==> config.mk <==
export PLATFORM = sky130hd
export DESIGN_NAME = clint_mtimer_ysyx23060136
export DESIGN_NICKNAME = d
export VERILOG_FILES = /design/src/rtl/clint_mtimer_ysyx23060136_pkg.sv /design/src/rtl/clint_mtimer_ysyx23060136_prescaler.sv /design/src/rtl/clint_mtimer_ysyx23060136.sv
export SDC_FILE = /design/constraint.sdc
export NUM_CORES = 1
export LEC_CHECK = 0
export ABC_AREA = 1
export CORE_MARGIN = 2
export CORE_UTILIZATION = 45
export CTS_CLUSTER_DIAMETER = 100
export DETAILED_ROUTE_END_ITERATION = 8
export PLACE_DENSITY = 0.68
export SETUP_SLACK_MARGIN = 0.2
export SLEW_MARGIN = 20
export SYNTH_ARGS = -nofsm -noshare
export SYNTH_HDL_FRONTEND = slang
export SYNTH_SLANG_ARGS = --single-unit
export TNS_END_PERCENT = 50
==> constraint.sdc <==
create_clock -name clk -period 2.8 [get_ports clk]
set_clock_uncertainty 0.15 [all_clocks]
set_input_delay 0.56 -clock clk [delete_from_list [all_inputs] [get_ports clk]]
set_output_delay 0.56 -clock clk [all_outputs]
set_load 0.005 [all_outputs]
==> src/rtl/clint_mtimer_ysyx23060136_pkg.sv <==
// CLINT machine-timer shared definitions: register offsets,
// FSM states, address decode and byte-merge helpers.
package clint_mtimer_ysyx23060136_pkg;

    localparam logic [31:0] MSIP_OFFSET     = 32'h0000_0000;
    localparam logic [31:0] MTIMECMP_OFFSET = 32'h0000_4000;
    localparam logic [31:0] MTIME_OFFSET    = 32'h0000_BFF8;

    typedef enum logic {R_IDLE, R_RESP} r_state_t;
    typedef enum logic {W_IDLE, W_RESP} w_state_t;

    typedef enum logic [1:0] {
        REG_NONE,
        REG_MSIP,
        REG_MTIMECMP,
        REG_MTIME
    } reg_kind_t;

    typedef struct packed {
        reg_kind_t  kind;
        logic [1:0] hart;
        logic       hi;
    } reg_sel_t;

    // off is relative to the region base; nh is the hart count.
    function automatic reg_sel_t decode(
        input logic [31:0] off,
        input logic [2:0]  nh
    );
        reg_sel_t s;
        logic     is_msip;
        logic     is_cmp;
        logic     is_time;
        is_msip = (off[31:4] == MSIP_OFFSET[31:4])
               && (off[1:0] == 2'd0)
               && ({1'b0, off[3:2]} < nh);
        is_cmp  = (off[31:5] == MTIMECMP_OFFSET[31:5])
               && (off[2:0] == 3'd0)
               && ({1'b0, off[4:3]} < nh);
        is_time = (off == MTIME_OFFSET);
        s.kind = REG_NONE;
        s.hart = 2'd0;
        s.hi   = off[2];
        unique case (1'b1)
            is_msip: begin
                s.kind = REG_MSIP;
                s.hart = off[3:2];
            end
            is_cmp: begin
                s.kind = REG_MTIMECMP;
                s.hart = off[4:3];
            end
            is_time: s.kind = REG_MTIME;
            default: ;
        endcase
        return s;
    endfunction

    function automatic logic [63:0] merge_bytes(
        input logic [63:0] old,
        input logic [63:0] wd,
        input logic [7:0]  strb
    );
        logic [63:0] r;
        r = old;
        for (int b = 0; b < 8; b++) begin
            if (strb[b]) r[8*b +: 8] = wd[8*b +: 8];
        end
        return r;
    endfunction

endpackage

==> src/rtl/clint_mtimer_ysyx23060136_prescaler.sv <==
// mtime prescaler: counts 0..TICK_DIV-1, pulses tick on the last count.
// Ports: clk, rst_n (async low), clear (restart at 0), tick (out).
module clint_prescaler_ysyx23060136 #(
    parameter int unsigned TICK_DIV = 1
) (
    input  logic clk,
    input  logic rst_n,
    input  logic clear,
    output logic tick
);

    localparam int unsigned CW =
        (TICK_DIV > 1) ? $clog2(TICK_DIV) : 1;
    localparam logic [CW-1:0] LAST = CW'(TICK_DIV - 1);

    logic [CW-1:0] cnt;

    assign tick = (cnt == LAST);

    always_ff @(posedge clk or negedge rst_n) begin
        if (!rst_n) begin
            cnt <= '0;
        end else if (clear || tick) begin
            cnt <= '0;
        end else begin
            cnt <= cnt + 1'b1;
        end
    end

endmodule

==> src/rtl/clint_mtimer_ysyx23060136.sv <==
// CLINT timer block: mtime, per-hart mtimecmp/msip, mtip generation.
// Ports: split read (raddr/rdata) and write (waddr/wdata/b) handshakes.
module clint_mtimer_ysyx23060136 #(
    parameter int unsigned NUM_HARTS  = 1,
    parameter int unsigned TICK_DIV   = 1,
    parameter logic [31:0] CLINT_BASE = 32'h0200_0000
) (
    input  logic                 clk,
    input  logic                 rst_n,
    input  logic [31:0]          raddr,
    input  logic                 raddr_valid,
    output logic                 raddr_ready,
    output logic [63:0]          rdata,
    output logic                 rresp_err,
    output logic                 rdata_valid,
    input  logic                 rdata_ready,
    input  logic [31:0]          waddr,
    input  logic [63:0]          wdata,
    input  logic [7:0]           wstrb,
    input  logic                 wvalid,
    output logic                 wready,
    output logic                 bresp_err,
    output logic                 bvalid,
    input  logic                 bready,
    output logic [NUM_HARTS-1:0] mtip,
    output logic [NUM_HARTS-1:0] msip
);

    import clint_mtimer_ysyx23060136_pkg::*;

    localparam logic [2:0] NH = 3'(NUM_HARTS);

    r_state_t              r_state;
    w_state_t              w_state;
    logic [63:0]           mtime_q;
    logic [63:0]           mtimecmp_q [NUM_HARTS];
    logic [NUM_HARTS-1:0]  msip_q;
    logic [63:0]           rd_val;
    reg_sel_t              rsel;
    reg_sel_t              wsel;
    logic                  w_fire;
    logic                  wr_time;
    logic                  tick;
    logic                  msip_bit;
    logic                  msip_en;

    assign rsel    = decode(raddr - CLINT_BASE, NH);
    assign wsel    = decode(waddr - CLINT_BASE, NH);
    assign w_fire  = wvalid && (w_state == W_IDLE);
    assign wr_time = w_fire && (wsel.kind == REG_MTIME);

    assign raddr_ready = (r_state == R_IDLE);
    assign rdata_valid = (r_state == R_RESP);
    assign wready      = (w_state == W_IDLE);
    assign bvalid      = (w_state == W_RESP);
    assign msip        = msip_q;

    // msip sits in the lower or upper word of the 64-bit slot.
    assign msip_bit = wsel.hi ? wdata[32] : wdata[0];
    assign msip_en  = wsel.hi ? wstrb[4] : wstrb[0];

    clint_prescaler_ysyx23060136 #(
        .TICK_DIV (TICK_DIV)
    ) u_presc (
        .clk   (clk),
        .rst_n (rst_n),
        .clear (wr_time),
        .tick  (tick)
    );

    always_comb begin
        rd_val = '0;
        for (int h = 0; h < NUM_HARTS; h++) begin
            if (rsel.hart == 2'(h)) begin
                if (rsel.kind == REG_MSIP) begin
                    rd_val = rsel.hi
                        ? {31'd0, msip_q[h], 32'd0}
                        : {63'd0, msip_q[h]};
                end
                if (rsel.kind == REG_MTIMECMP) begin
                    rd_val = mtimecmp_q[h];
                end
            end
        end
        if (rsel.kind == REG_MTIME) rd_val = mtime_q;
    end

    // A software write to mtime wins over the prescaler tick.
    always_ff @(posedge clk or negedge rst_n) begin
        if (!rst_n) begin
            mtime_q <= '0;
        end else if (wr_time) begin
            mtime_q <= merge_bytes(mtime_q, wdata, wstrb);
        end else if (tick) begin
            mtime_q <= mtime_q + 64'd1;
        end
    end

    always_ff @(posedge clk or negedge rst_n) begin
        if (!rst_n) begin
            for (int h = 0; h < NUM_HARTS; h++) begin
                mtimecmp_q[h] <= '1;
            end
            msip_q <= '0;
        end else if (w_fire) begin
            for (int h = 0; h < NUM_HARTS; h++) begin
                if (wsel.hart == 2'(h)) begin
                    if (wsel.kind == REG_MTIMECMP) begin
                        mtimecmp_q[h] <= merge_bytes(
                            mtimecmp_q[h], wdata, wstrb);
                    end
                    if (wsel.kind == REG_MSIP && msip_en) begin
                        msip_q[h] <= msip_bit;
                    end
                end
            end
        end
    end

    always_ff @(posedge clk or negedge rst_n) begin
        if (!rst_n) begin
            mtip <= '0;
        end else begin
            for (int h = 0; h < NUM_HARTS; h++) begin
                mtip[h] <= (mtime_q >= mtimecmp_q[h]);
            end
        end
    end

    // Read data is captured from pre-write register values.
    always_ff @(posedge clk or negedge rst_n) begin
        if (!rst_n) begin
            r_state   <= R_IDLE;
            rdata     <= '0;
            rresp_err <= 1'b0;
        end else begin
            unique case (r_state)
                R_IDLE: if (raddr_valid) begin
                    rdata     <= rd_val;
                    rresp_err <= (rsel.kind == REG_NONE);
                    r_state   <= R_RESP;
                end
                R_RESP: if (rdata_ready) begin
                    r_state <= R_IDLE;
                end
            endcase
        end
    end

    always_ff @(posedge clk or negedge rst_n) begin
        if (!rst_n) begin
            w_state   <= W_IDLE;
            bresp_err <= 1'b0;
        end else begin
            unique case (w_state)
                W_IDLE: if (wvalid) begin
                    bresp_err <= (wsel.kind == REG_NONE);
                    w_state   <= W_RESP;
                end
                W_RESP: if (bready) begin
                    w_state <= W_IDLE;
                end
            endcase
        end
    end

endmodule

==> summary.md <==
| Metric | Value |
|---|---|
| Layout cells sized above 1 | `12.3%` |
| R2r worst-path depth | `8` |
| Final Hold Fails | `0` |
| FF-to-FF Start | `mtimecmp_q[46]` |
| Worst Setup SP | `mtimecmp_q[46]` |
| CTS tree | `built` |
| I/O Buffers | `213` |
| Hold Path Class | `reg -> reg` |
| Clk_lat worst skew | `0.46 ns` |
| DRT Pass-1 Iters | `5` |
| Seq/Total Area, Yosys | `35.4%` |
| Setup WS post-layout | `0.287 ns` |
| Vias in the first global route | `15252` |
| Peak supply drop | `392 uV` |
| TritonCTS Buffers | `17` |
| CP max-delay cell | `dfstp_2` |
| Max-Cap Viols | `0` |
| Worst hold start | `mtimecmp_q[18]` |
| Most area-hungry cell type in the Yosys netlist | `dfrtp_1` |
| Syn Area/Cell | `6.86 sq um` |
| Worst Path Max Fanout | `2` |
| Netlist cell types | `36` |
| Startpoint Class | `flip-flop` |
| Flops & latches, synth | `199` |
| Commonest non-fill, non-tap cell in the layout | `nand2_1` |
| Ant. Diodes | `0` |
| Syn_nets | `2293` |
| I/O pins | `214` |
| Die Height | `182 um` |
| Clk Tree Root Cell | `clkbuf_16` |
| Remaining global-route overflow | `0` |
| Leak | `8.87 nW` |
| Remaining DRCs | `0` |
| Required time worst endpoint | `3.03 ns` |
| Crit path capture | `mtip` |
| Global-route wire length before repair | `80.2 mm` |
| Initial DRC count | `1229` |
| Via density | `5.46` |
| Worst r2r dst | `mtip` |
| Crit Path Class | `reg -> reg` |
| Period utilization | `89.7%` |
| Largest delay share family, worst path | `simple AND/OR/NAND/NOR gates` |
| Core footprint | `0.0314 sq mm` |
| Critical Path Max Stage Delay | `0.53 ns` |
| ANT nets after route | `0` |
| Status | `complete, no violations` |
| Hold depth | `2` |
| Register-to-register setup slack | `0.29 ns` |
| Cell Chain, Critical Path | `inv_1 > ha_1 > nand4_1 > nor3_1 > nand3_1 > nor2_1 > nand4_1 > nand3_1` |
| Final HPWL DP | `38.6 mm` |
| P per Cell Area | `386 mW/mm^2` |
| Most frequent cells in the layout | `nand2_1 (584), nand3_1 (258), inv_1 (230)` |
| Nets@finish | `2576` |
| Synthesized instance count | `2082` |
| Chip Width | `182 um` |
| Routed WL per cell | `17.8 um` |
| Die area | `0.0332 sq mm` |
| Routability cong. | `0.984` |
| Crit path DAT | `2.74 ns` |
| Yosys warnings | `0` |
| # clock sinks | `199` |
| Area fraction of the dominant cell type after synthesis | `23.6%` |
| Gr usage total | `30.3%` |
| DP Worst Slack | `-0.497 ns` |
| DR vias | `15182` |
| Setup repair after global routing missed its margin | `yes` |
| Num rows | `65` |
| H-Tree Depth | `4` |
| Slew HR | `59.2%` |
| Max-slew violations | `0` |
| F_max | `398 MHz` |
| Clock buffer depth | `2` |
| Initial antenna violation count | `0` |
| Largest net degree at the start of global routing | `72` |
| Worst Path Buf+Inv | `1` |
| Critical Path End Type | `flip-flop` |
| Starting Density | `45.5%` |
| Worst path depth | `8` |
| DRT Wirelength | `49.4 mm` |
| Synth area leaders | `dfrtp_1 (24%), nand2_1 (15%), dfstp_2 (12%)` |
| Cell Area, Synth | `0.0143 sq mm` |
| Setup-failing EPs final | `0` |
| Slew @ Worst Pin | `0.612 ns` |
| Area grow syn2layout | `31.1%` |
| Final Power | `7.22 mW` |
| Min Clock Period, post-route | `2.51 ns` |
| Clock slew at reported path FFs | `0.08 ns` |
[how the worst min path moves through the flow]
| stage | slack [ns] | to |
|---|---|---|
| 6_report | 0.33 | mtimecmp_q[18] |
| 5_1_grt | 0.34 | mtimecmp_q[18] |
| 4_1_cts | 0.33 | mtimecmp_q[18] |
| 3_5_place_dp | 0.31 | mtimecmp_q[18] |
| 3_3_place_gp | 0.31 | mtimecmp_q[18] |
| 2_1_floorplan | 0.11 | bresp_err |
[layout make-up]
cell class	instances	area [sq um]
Clock buffer	18	439
Clock inverter	14	97.6
Fill cell	2960	12700
Inverter	236	887
Multi-Input combinational cell	1560	8100
Sequential cell	199	5060
Tap cell	402	503
Timing Repair Buffer	351	3640
[metrics by stage]
step | area (sq um) | utilization, % | setup TNS [ns] | cells | hold slack [ns]
after global routing | 18700 | 59.7 | 0 | 2780 | 0.336
after global placement | 17800 | 56.8 | -45.26 | 2730 | 0.310
after detailed placement | 17800 | 56.8 | -60.88 | 2730 | 0.313
final | 18700 | 59.7 | 0 | 2780 | 0.328
after floorplan | 14300 | - | 0 | 2082 | 0.114
after CTS | 18600 | 59.2 | 0 | 2773 | 0.325
[where the power goes]
part	internal [mW]	switching, mW
Clock	1.17	1.21
Combinational	0.845	0.760
Sequential	3.11	0.130
Total	5.12	2.10
[worst register-to-register path, stage by stage (launching register included)]
cell and delay [ns]:
dfstp_2 0.53, inv_1 0.06, ha_1 0.31, nand4_1 0.14, nor3_1 0.31, nand3_1 0.31
nor2_1 0.36, nand4_1 0.12, nand3_1 0.13
[logic make-up after synthesis]
logic type / Yosys count / share of synthesized area [%]
buf+inv: 323 / 8.91
fa+ha+maj: 69 / 6.04
compound gates: 192 / 6.88
flops: 199 / 35.4
other cells: 1 / 0.0262
xor+xnor: 49 / 3.00
simple gates: 1249 / 39.7
[Yosys cell counts]
library cell and count:
nand2_1 588, nand3_1 260, inv_1 234, nor2_1 174, nand4_1 152, o21ai_0 145, dfrtp_1 135, ha_1 69
dfstp_2 64, clkbuf_1 63, a21oi_1 36, xor2_1 33, nor3_1 32, xnor2_1 16, nand3_2 9, nor2_4 9
buf_4 8, nand2_4 8, buf_2 7, buf_1 6, o21ai_1 6, nand3b_1 4, nor2_2 4, nor4_1 4
buf_6 3, inv_2 2, nor3_2 2, a21boi_4 1, a21o_1 1, a31oi_1 1, and3_1 1, conb_1 1
nand2_2 1, nor3b_1 1, o211ai_1 1, o21a_1 1
[routing by layer]
layer	GRT usage, %	up-vias	part of all wire (%)
met5	0	-	0
met4	9.03	0	2.1
met3	5.07	56	5.8
met2	49.1	507	46
met1	41.9	7155	46
li1	-	7464	-
[sequential cells by signal, indices dropped and copies added (netlist names)]
signal       count
msip             1
mtip             1
rdata_valid      1
mtime_q         64
bvalid           1
u_presc.cnt      1
mtimecmp_q      64
bresp_err        1
rresp_err        1
rdata           64
[timing repair]
action | in CTS | in global routing
hold buffers | 1 | 0
setup endpoints to repair | 128 | 127
setup buffers | 9 | 6
endpoints found under the hold margin | 25 | 0
pin swaps | 8 | 10
resized for setup | 25 | 17
cloned | 1 | 1
(Power assumes the default switching activity.)
